<file path="src/rtl/ram_port_arbiter.sv">
// ram_port_arbiter: shares one synchronous RAM port between ioctl download, CPU
// and video fetch, with an optional zero-fill of the whole RAM after reset.
module ram_port_arbiter #(
  parameter int ADDR_W         = 16,
  parameter int DATA_W         = 8,
  parameter int CLEAR_ON_RESET = 1
) (
  input  logic              clk,
  input  logic              reset,
  input  logic              req0,
  input  logic [ADDR_W-1:0] addr0,
  input  logic [DATA_W-1:0] wdata0,
  input  logic              we0,
  output logic              ack0,
  output logic [DATA_W-1:0] rdata0,
  input  logic              req1,
  input  logic [ADDR_W-1:0] addr1,
  input  logic [DATA_W-1:0] wdata1,
  input  logic              we1,
  output logic              ack1,
  output logic [DATA_W-1:0] rdata1,
  input  logic              req2,
  input  logic [ADDR_W-1:0] addr2,
  input  logic [DATA_W-1:0] wdata2,
  input  logic              we2,
  output logic              ack2,
  output logic [DATA_W-1:0] rdata2,
  output logic              busy,
  output logic [ADDR_W-1:0] ram_addr,
  output logic [DATA_W-1:0] ram_data,
  output logic              ram_wren,
  output logic              ram_enable,
  input  logic [DATA_W-1:0] ram_q
);

  localparam logic [1:0] ST_CLEAR = 2'd0;
  localparam logic [1:0] ST_IDLE  = 2'd1;
  localparam logic [1:0] ST_ISSUE = 2'd2;
  localparam logic [1:0] ST_WAIT  = 2'd3;

  localparam logic [1:0] GNT_IOCTL = 2'd0;
  localparam logic [1:0] GNT_CPU   = 2'd1;
  localparam logic [1:0] GNT_VIDEO = 2'd2;

  localparam logic [1:0] ST_RESET   = (CLEAR_ON_RESET != 0) ? ST_CLEAR : ST_IDLE;
  localparam logic       BUSY_RESET = (CLEAR_ON_RESET != 0);

  logic [1:0]        state_r;
  logic [1:0]        gnt_r;
  logic              gnt_we_r;
  logic [1:0]        last_rr_r;
  logic [ADDR_W:0]   clr_cnt_r;
  logic              busy_r;
  logic [ADDR_W-1:0] ram_addr_r;
  logic [DATA_W-1:0] ram_data_r;
  logic              ram_wren_r;
  logic              ram_enable_r;
  logic [2:0]        ack_r;
  logic [DATA_W-1:0] rdata0_r;
  logic [DATA_W-1:0] rdata1_r;
  logic [DATA_W-1:0] rdata2_r;

  logic [2:0]        elig_s;
  logic              grant_valid_s;
  logic              rr_update_s;
  logic [1:0]        grant_idx_s;
  logic [ADDR_W-1:0] sel_addr_s;
  logic [DATA_W-1:0] sel_wdata_s;
  logic              sel_we_s;

  // Grant selection: ioctl first, then round-robin CPU/video; acked requesters are masked.
  always_comb begin
    elig_s        = {req2 & ~ack_r[2], req1 & ~ack_r[1], req0 & ~ack_r[0]};
    grant_valid_s = 1'b0;
    grant_idx_s   = GNT_IOCTL;
    rr_update_s   = 1'b0;
    if (elig_s[0]) begin
      grant_valid_s = 1'b1;
      grant_idx_s   = GNT_IOCTL;
    end else if (elig_s[1] && elig_s[2]) begin
      grant_valid_s = 1'b1;
      rr_update_s   = 1'b1;
      grant_idx_s   = (last_rr_r == GNT_CPU) ? GNT_VIDEO : GNT_CPU;
    end else if (elig_s[1]) begin
      grant_valid_s = 1'b1;
      grant_idx_s   = GNT_CPU;
    end else if (elig_s[2]) begin
      grant_valid_s = 1'b1;
      grant_idx_s   = GNT_VIDEO;
    end else begin
      grant_valid_s = 1'b0;
      grant_idx_s   = GNT_IOCTL;
    end
  end

  // Request fields of the requester being granted.
  always_comb begin
    sel_addr_s  = addr0;
    sel_wdata_s = wdata0;
    sel_we_s    = we0;
    case (grant_idx_s)
      GNT_CPU: begin
        sel_addr_s  = addr1;
        sel_wdata_s = wdata1;
        sel_we_s    = we1;
      end
      GNT_VIDEO: begin
        sel_addr_s  = addr2;
        sel_wdata_s = wdata2;
        sel_we_s    = we2;
      end
      default: begin
        sel_addr_s  = addr0;
        sel_wdata_s = wdata0;
        sel_we_s    = we0;
      end
    endcase
  end

  // Port sequencer: clear sweep, then grant -> issue -> wait -> ack per access.
  always_ff @(posedge clk or posedge reset) begin
    if (reset) begin
      state_r      <= ST_RESET;
      gnt_r        <= GNT_IOCTL;
      gnt_we_r     <= 1'b0;
      last_rr_r    <= GNT_VIDEO;
      clr_cnt_r    <= {(ADDR_W+1){1'b0}};
      busy_r       <= BUSY_RESET;
      ram_addr_r   <= {ADDR_W{1'b0}};
      ram_data_r   <= {DATA_W{1'b0}};
      ram_wren_r   <= 1'b0;
      ram_enable_r <= 1'b0;
      ack_r        <= 3'b000;
      rdata0_r     <= {DATA_W{1'b0}};
      rdata1_r     <= {DATA_W{1'b0}};
      rdata2_r     <= {DATA_W{1'b0}};
    end else begin
      ack_r <= 3'b000;
      case (state_r)
        ST_CLEAR: begin
          // The counter's extra top bit marks that the last address was written.
          if (clr_cnt_r[ADDR_W]) begin
            state_r      <= ST_IDLE;
            busy_r       <= 1'b0;
            ram_wren_r   <= 1'b0;
            ram_enable_r <= 1'b0;
          end else begin
            ram_addr_r   <= clr_cnt_r[ADDR_W-1:0];
            ram_data_r   <= {DATA_W{1'b0}};
            ram_wren_r   <= 1'b1;
            ram_enable_r <= 1'b1;
            clr_cnt_r    <= clr_cnt_r + {{ADDR_W{1'b0}}, 1'b1};
          end
        end
        ST_IDLE: begin
          if (grant_valid_s) begin
            ram_addr_r   <= sel_addr_s;
            ram_data_r   <= sel_wdata_s;
            ram_wren_r   <= sel_we_s;
            ram_enable_r <= 1'b1;
            gnt_r        <= grant_idx_s;
            gnt_we_r     <= sel_we_s;
            state_r      <= ST_ISSUE;
            if (rr_update_s) begin
              last_rr_r <= grant_idx_s;
            end
          end else begin
            ram_wren_r   <= 1'b0;
            ram_enable_r <= 1'b0;
          end
        end
        ST_ISSUE: begin
          ram_wren_r   <= 1'b0;
          ram_enable_r <= 1'b0;
          state_r      <= ST_WAIT;
        end
        ST_WAIT: begin
          state_r <= ST_IDLE;
          case (gnt_r)
            GNT_IOCTL: begin
              ack_r <= 3'b001;
              if (!gnt_we_r) begin
                rdata0_r <= ram_q;
              end
            end
            GNT_CPU: begin
              ack_r <= 3'b010;
              if (!gnt_we_r) begin
                rdata1_r <= ram_q;
              end
            end
            GNT_VIDEO: begin
              ack_r <= 3'b100;
              if (!gnt_we_r) begin
                rdata2_r <= ram_q;
              end
            end
            default: begin
              ack_r <= 3'b000;
            end
          endcase
        end
        default: begin
          state_r      <= ST_IDLE;
          ram_wren_r   <= 1'b0;
          ram_enable_r <= 1'b0;
        end
      endcase
    end
  end

  assign ack0       = ack_r[0];
  assign ack1       = ack_r[1];
  assign ack2       = ack_r[2];
  assign rdata0     = rdata0_r;
  assign rdata1     = rdata1_r;
  assign rdata2     = rdata2_r;
  assign busy       = busy_r;
  assign ram_addr   = ram_addr_r;
  assign ram_data   = ram_data_r;
  assign ram_wren   = ram_wren_r;
  assign ram_enable = ram_enable_r;

endmodule
</file>
<file path="config.mk">
export PLATFORM = sky130hd
export DESIGN_NAME = ram_port_arbiter
export DESIGN_NICKNAME = d
export VERILOG_FILES = /design/src/rtl/ram_port_arbiter.sv
export SDC_FILE = /design/constraint.sdc
export NUM_CORES = 1
export LEC_CHECK = 0
export CORE_MARGIN = 2
export CORE_UTILIZATION = 40
export CTS_BUF_LIST = sky130_fd_sc_hd__clkbuf_16
export DETAILED_ROUTE_END_ITERATION = 12
export PLACE_DENSITY_LB_ADDON = 0.25
export SETUP_SLACK_MARGIN = 0.05
export SYNTH_ARGS = -nofsm -noshare
export SYNTH_HDL_FRONTEND = slang
export SYNTH_SLANG_ARGS = --single-unit
</file>
<file path="constraint.sdc">
create_clock -name clk -period 7.1 [get_ports clk]
set_clock_uncertainty 0.1 [all_clocks]
set_input_delay 0.71 -clock clk [delete_from_list [all_inputs] [get_ports clk]]
set_output_delay 0.71 -clock clk [all_outputs]
set_load 0.01 [all_outputs]
</file>
==> summary.md, run 1 <==
| Metric | Value |
|---|---|
| LEAKAGE | ~2.4 nW |
| Crit path capture type | flip-flop |
| Vias in the first global route | around 3200 |
| Final Hold Fails | 0 |
| Pin count of the biggest net entering global routing | 79 |
| Number of synthesized flops with an enable pin | 0 |
| Core area | approximately 9700 sq um |
| Ant. Diodes | 0 |
| Initial antenna violation count | 0 |
| Cell area after synthesis | about 4000 sq um |
| Final period utilization | between 50% and 60% |
| Leading cell types in the layout, fill and taps excluded | clkdlybuf4s50_1 (141), dfrtp_1 (76), mux2_2 (31), inv_1 (29), o21ai_0 (20) |
| Total global-route track usage | approximately a fifth |
| Detailed Route Iter0 Violations | between 150 and 200 |
| Mean number of vias per cell | about 5.2 |
| Slew Viols, Final | 0 |
| Top delay family on crit path | buffers and inverters |
| Outcome | completed |
| Crit path from | req1 |
| Yosys cell types | 40 |
| Hold WS | 0.3940 ns |
| Hold Path Depth | 1 |
| Syn_nets | between 400 and 500 |
| Post-DP HPWL | approximately 7 mm |
| Die boundary width | slightly above 100 microns |
| Crit Path Category | in -> reg |
| GRT Residual Overflow | 0 |
| Overall Power | ~0.0022 W |
| Clock root cell | clkbuf_16 |
| IO Port Bufs | around 140 |
| Worst-path clk slew | roughly 0.06 ns |
| Async SR Flop Fraction | 100.0% |
| Post-Layout Cell Count | around 600 |
| Max-Cap Viols | 0 |
| TNS Setup | 0 ns |
| Placed insts | between 500 and 600 |
| CP max-delay cell | ha_1 |
| Setup Viol. Count Final | 0 |
| Flops & latches, synth | ~80 |
| Postcts setup bufs | 0 |
| Reg-to-reg critical path endpoint | ram_addr[12] |
| Commonest non-fill, non-tap cell in the layout | clkdlybuf4s50_1 |
| CTS sink cnt | 78 |
| Critical Path Start Type | input port |
| Io pins | ~140 |
| Initial core utilization | a little over 40% |
| Rows | 36 |
| Minimum clock period | between 3 and 4 ns |
| Relative slew slack | between 20% and 30% |
| CP Data Required Time | around 7.2 ns |
| Hold EP | clr_cnt_r[14] |
| Cts hold-fix bufs | 0 |
| Avg WL per Cell | around 17 microns |
| Max VDD drop | ~0.00022 V |
| H-Tree Depth | 3 |
| Seq/Total Area, Yosys | between 40% and 50% |
| Global-route wire length before repair | between 15 and 20 mm |
| Skew-Pair Late Insertion Delay | approximately 0.33 ns |
| HP Start | clr_cnt_r[14] |
| Routability Congestion | about 0.80 |
| Layout cells sized above 1 | around 15% |
| Clk buf depth | 2 |
| FF-to-FF Start | ack_r[1] |
| Peak Freq | approximately 0.26 GHz |
| Vias | 3152 |
| Area growth syn-to-layout | 43.99% |
| Die Y | approximately 100 microns |
| Worst min path class | reg -> reg |
| Mapped Cells | roughly 340 |
| Max stage delay on crit path | between 0.9 and 1 ns |
| DRC viols | 0 |
| Critical-path cell list | clkdlybuf4s50_1, nand2b_1, a211oi_1, inv_1, ha_1, inv_1, o21ai_0, o22ai_1, mux2_4 |
| CP Buf/Inv Count | 3 |
| Actual slew at the worst max-slew pin | between 1 and 1.5 ns |
| Num CTS Buffers | 9 |
| Ys flop type | dfrtp_1 |
| Final #Nets | between 500 and 600 |
| Unrepaired setup endpoints after global routing | no |
| Die area | around 11000 sq um |
| Worst EP arrival | roughly 4 ns |
| Synth warn | 0 |
| Final WL | a little over 10 mm |
| Syn avg cell area | about 12 sq um |
| Post-cts resize count | 0 |
| Post-DRT Antenna Nets | 0 |
| Worst reg2reg setup slack | between 3 and 4 ns |
| First drt pass iteration count | 4 |
| Critical path's most frequent cell | inv_1 |
| Fill count | approximately 810 |
| PD cells | ~390 nW/um^2 |
| R2R cell count | 8 |
| CTS tree | yes |
| CP max FO | 26 |
[metrics by stage]
stage | instance area, sq um | setup WS [ns] | util [%]
floorplan | 3965 | 4.298 | -
global placement | 5428 | 3.006 | 56.05
detailed placement | 5428 | 2.847 | 56.05
CTS | 5709 | 3.198 | 58.95
global route | 5709 | 2.943 | 58.95
finish | 5709 | 3.203 | 58.95
[logic make-up (layout without fill, tap and decap cells)]
family                     count (synthesis)  count (layout)  share of synthesized area (%)
AOI/OAI and AO/OA                         78              78                          14.33
xor gates and xnor gates                  15              15                          3.313
adders and majority gates                  8               8                          2.525
buffers and inverters                     52             190                          6.343
DFF                                       78              78                          49.29
muxes                                     53              53                          15.87
and+or+nand+nor                           51              51                          8.331
[per-layer routing]
metal,up-vias,global-route usage (%),wire length (microns)
met5,-,0,0
met4,0,5.985,167
met3,16,4.405,634
met2,105,31.36,4941
met1,1538,25.92,4377
li1,1493,-,-
[registers in the layout, indices dropped and copies added (netlist names), 2 cells and up]
name and cells:
clr_cnt_r 17, ram_addr 16, ram_data 8, rdata0 8
rdata1 8, rdata2 8, ack_r 3, gnt_r 2
last_rr_r 2, state_r 2
[Yosys cell counts (5+ instances only)]
master     n  area (sq um)
a221o_1    9         90.09
nand4_1    6         37.54
nor2_1     5         18.77
nand2_1   10         37.54
nor2b_1    6         37.54
inv_1     30         112.6
clkbuf_1  11         41.29
o22ai_1   16         100.1
o21ai_0   20         100.1
nor3_1     6         30.03
ha_1       8         100.1
mux2_4    12         180.2
xnor2_1   15         131.4
mux2i_1   10         100.1
mux2_2    31         349.1
buf_2      6         30.03
a221oi_1  17         148.9
o211ai_1   8         60.06
dfrtp_1   76          1902
[layout make-up]
class                      count  area (sq um)  share of cell area [%]
multi-input combinational    205          1759                   30.81
inverter                      30         113.9                   1.994
clock buffer                   9         225.2                   3.945
clock inverter                 7         56.30                  0.9862
sequential                    78          1954                   34.23
tap                          133         166.4                   2.915
timing repair buffer         144          1434                   25.12
[how the worst max path moves through the flow]
stage / to / slack [ns] / cells after the start
3_3_place_gp: ram_addr[5] / 3.01 / 9
5_1_grt: ram_addr[12] / 2.94 / 9
3_5_place_dp: ram_addr[12] / 2.85 / 9
6_report: ram_addr[12] / 3.20 / 9
4_1_cts: ram_addr[12] / 3.20 / 9
2_1_floorplan: ack_r[0] / 4.30 / 1
[report_power, final]
group | leakage [nW] | internal, W | switching [W]
registers | 0.993 | 0.000606 | 0.000109
logic | 1.25 | 0.000602 | 0.000489
clock network | 0.130 | 0.000240 | 0.000191
total | 2.37 | 0.00145 | 0.000790
Power figures use the tool's default switching activity.
==> inputs of run 2 (changes only) <==
Clock period 7.1 ns to 3.4 ns, I/O delays scaled along.
==> run 2 against run 1 <==
Compared with the run above:
- clock-buffer cell count is the same
- hold slack lost 0.074 ns
- power grew 110%
- clock power grew 120%
- final cell count grew 0.17%
- register-to-register slack lost 2.9 ns
- global-route usage grew 0.94 points
- die area is the same
- utilization grew 0.40 points
==> summary.md, run 2 (synthesis gave the netlist of run 1 again) <==
| Metric | Value |
|---|---|
| DRC viols | 0 |
| Die boundary width | between 100 and 150 microns |
| H-Tree Depth | 3 |
| Post-cts resize count | 0 |
| Max VDD drop | between 0.0004 and 0.0005 V |
| Final Hold Fails | 0 |
| Final WL | slightly above 10 mm |
| Total global-route track usage | roughly a fifth |
| Max-Cap Viols | 0 |
| Layout cells sized above 1 | 15.40% |
| Global-route wire length before repair | 17.44 mm |
| Vias | approximately 3100 |
| Die Y | 103.6 microns |
| Critical-path cell list | nand2b_1, a211oi_1, inv_1, ha_1, a221oi_1, o22ai_1, mux2_4 |
| CTS tree | yes |
| CP max-delay cell | ha_1 |
| Relative slew slack | between 20 and 30% |
| Vias in the first global route | 3273 |
| Actual slew at the worst max-slew pin | roughly 1.1 ns |
| Max stage delay on crit path | roughly 0.57 ns |
| Worst-path clk slew | about 0.06 ns |
| Register area | between 1500 and 2000 sq um |
| Max FFs per register | 17 |
| Leading cell types in the layout, fill and taps excluded | clkdlybuf4s50_1 (141), dfrtp_1 (76), mux2_2 (31), inv_1 (29), o21ai_0 (20) |
| Unrepaired setup endpoints after global routing | no |
| Setup Viol. Count Final | 0 |
| Ant. Diodes | 0 |
| Num CTS Buffers | 9 |
| Skew-Pair Late Insertion Delay | around 0.33 ns |
| TNS Setup | 0 ns |
| Detailed Route Iter0 Violations | 135 |
| Hold WS | 0.3198 ns |
| Die area | 10720 sq um |
| Largest Register | clr_cnt_r |
| Crit path capture type | flip-flop |
| Mean number of vias per cell | a little over 5 |
| Postcts setup bufs | 0 |
| Clk buf depth | 2 |
| Avg WL per Cell | ~17 microns |
| Slew Viols, Final | 0 |
| Placement Cell Area | around 5400 sq um |
| Fin area | 5748 sq um |
| Worst min path class | in -> async |
| Rows | 36 |
| Initial antenna violation count | 0 |
| LEAKAGE | 2.390 nW |
| First drt pass iteration count | 4 |
| Area growth syn-to-layout | 44.97% |
| Critical Path Start Type | flip-flop |
| Initial core utilization | 40.94% |
| Post-DRT Antenna Nets | 0 |
| Peak Freq | 0.3635 GHz |
| CTS sink cnt | 78 |
| Post-DP HPWL | approximately 7.3 mm |
| Final #Nets | 565 |
| Post-layout util | between 50% and 60% |
| Fill count | between 800 and 900 |
| CP Data Required Time | between 3 and 4 ns |
| Cts hold-fix bufs | 0 |
| IO Port Bufs | 141 |
| Core area | roughly 9700 sq um |
| Clock root cell | clkbuf_16 |
| GRT Residual Overflow | 0 |
| Commonest non-fill, non-tap cell in the layout | clkdlybuf4s50_1 |
| PD cells | around 830 nW/um^2 |
| Routability Congestion | 0.7782 |
| Crit Path Category | reg -> reg |
| Outcome | completed |
| Io pins | around 140 |
| Final period utilization | about four fifths |
| Area of the multi-input gates | approximately 1800 sq um |
| Pin count of the biggest net entering global routing | 42 |
| CP max FO | 25 |
| Worst EP arrival | roughly 2.9 ns |
| Minimum clock period | 2.751 ns |
[run 2: cell count changes in the layout (fill, tap and decap cells not counted), sizes merged]
cell	change
inv	-2
clkinv	+2
clkinvlp	-1
bufinv	+1
buf	+1
[run 2: final timing paths]
kind	from	end	slack (ns)	cells past startpoint
worst min register to register	clr_cnt_r[14]	clr_cnt_r[14]	0.38	1
worst max register to register	ack_r[1]	ram_addr[7]	0.65	7
worst min-delay path	reset	ram_data[5]	0.32	2
min in group clk	clr_cnt_r[14]	clr_cnt_r[14]	0.38	1
max in group asynchronous	reset	busy	2.17	3
worst max-delay path	ack_r[1]	ram_addr[7]	0.65	7
[run 2: cell type report]
type / instances / share of cell area, %
well taps: 133 / 2.895
multi-input cells: 205 / 30.61
clock inverters: 7 / 1.306
clock buffers: 9 / 3.918
flip-flops and latches: 78 / 34.00
repair buffers: 145 / 25.29
inverters: 30 / 1.981
[run 2: where the power goes]
| part | switching, W | leakage (nW) | internal [W] |
|---|---|---|---|
| Clock | 0.000394 | 0.139 | 0.000570 |
| Sequential | 0.000225 | 0.993 | 0.00127 |
| Combinational | 0.00104 | 1.26 | 0.00126 |
[run 2: per-stage QoR]
step | setup slack [ns] | cells | power [W]
after floorplan | 0.9683 | 335 | 0.002989
after global placement | 0.3783 | 591 | 0.003757
after detailed placement | 0.3278 | 591 | 0.003827
after CTS | 0.6313 | 607 | 0.004815
after global routing | 0.4996 | 607 | 0.005061
final | 0.6490 | 607 | 0.004750
[run 2: layer usage]
| metal | vias to the layer above | wire (microns) | GRT usage (%) |
|---|---|---|---|
| li1 | 1490 | - | - |
| met1 | 1546 | 4500 | 27.54 |
| met5 | - | 0 | 0 |
| met2 | 96 | 5083 | 32.92 |
| met4 | 0 | 100 | 5.116 |
| met3 | 9 | 591 | 4.783 |
[run 2: worst max-delay path, delay by kind of cell (launching register included)]
kind / cells / cell delay (ns)
simple gates: 1 / 0.19
buf+inv: 1 / 0.11
flops: 1 / 0.43
mux: 1 / 0.28
compound gates: 3 / 0.95
fa+ha+maj: 1 / 0.57
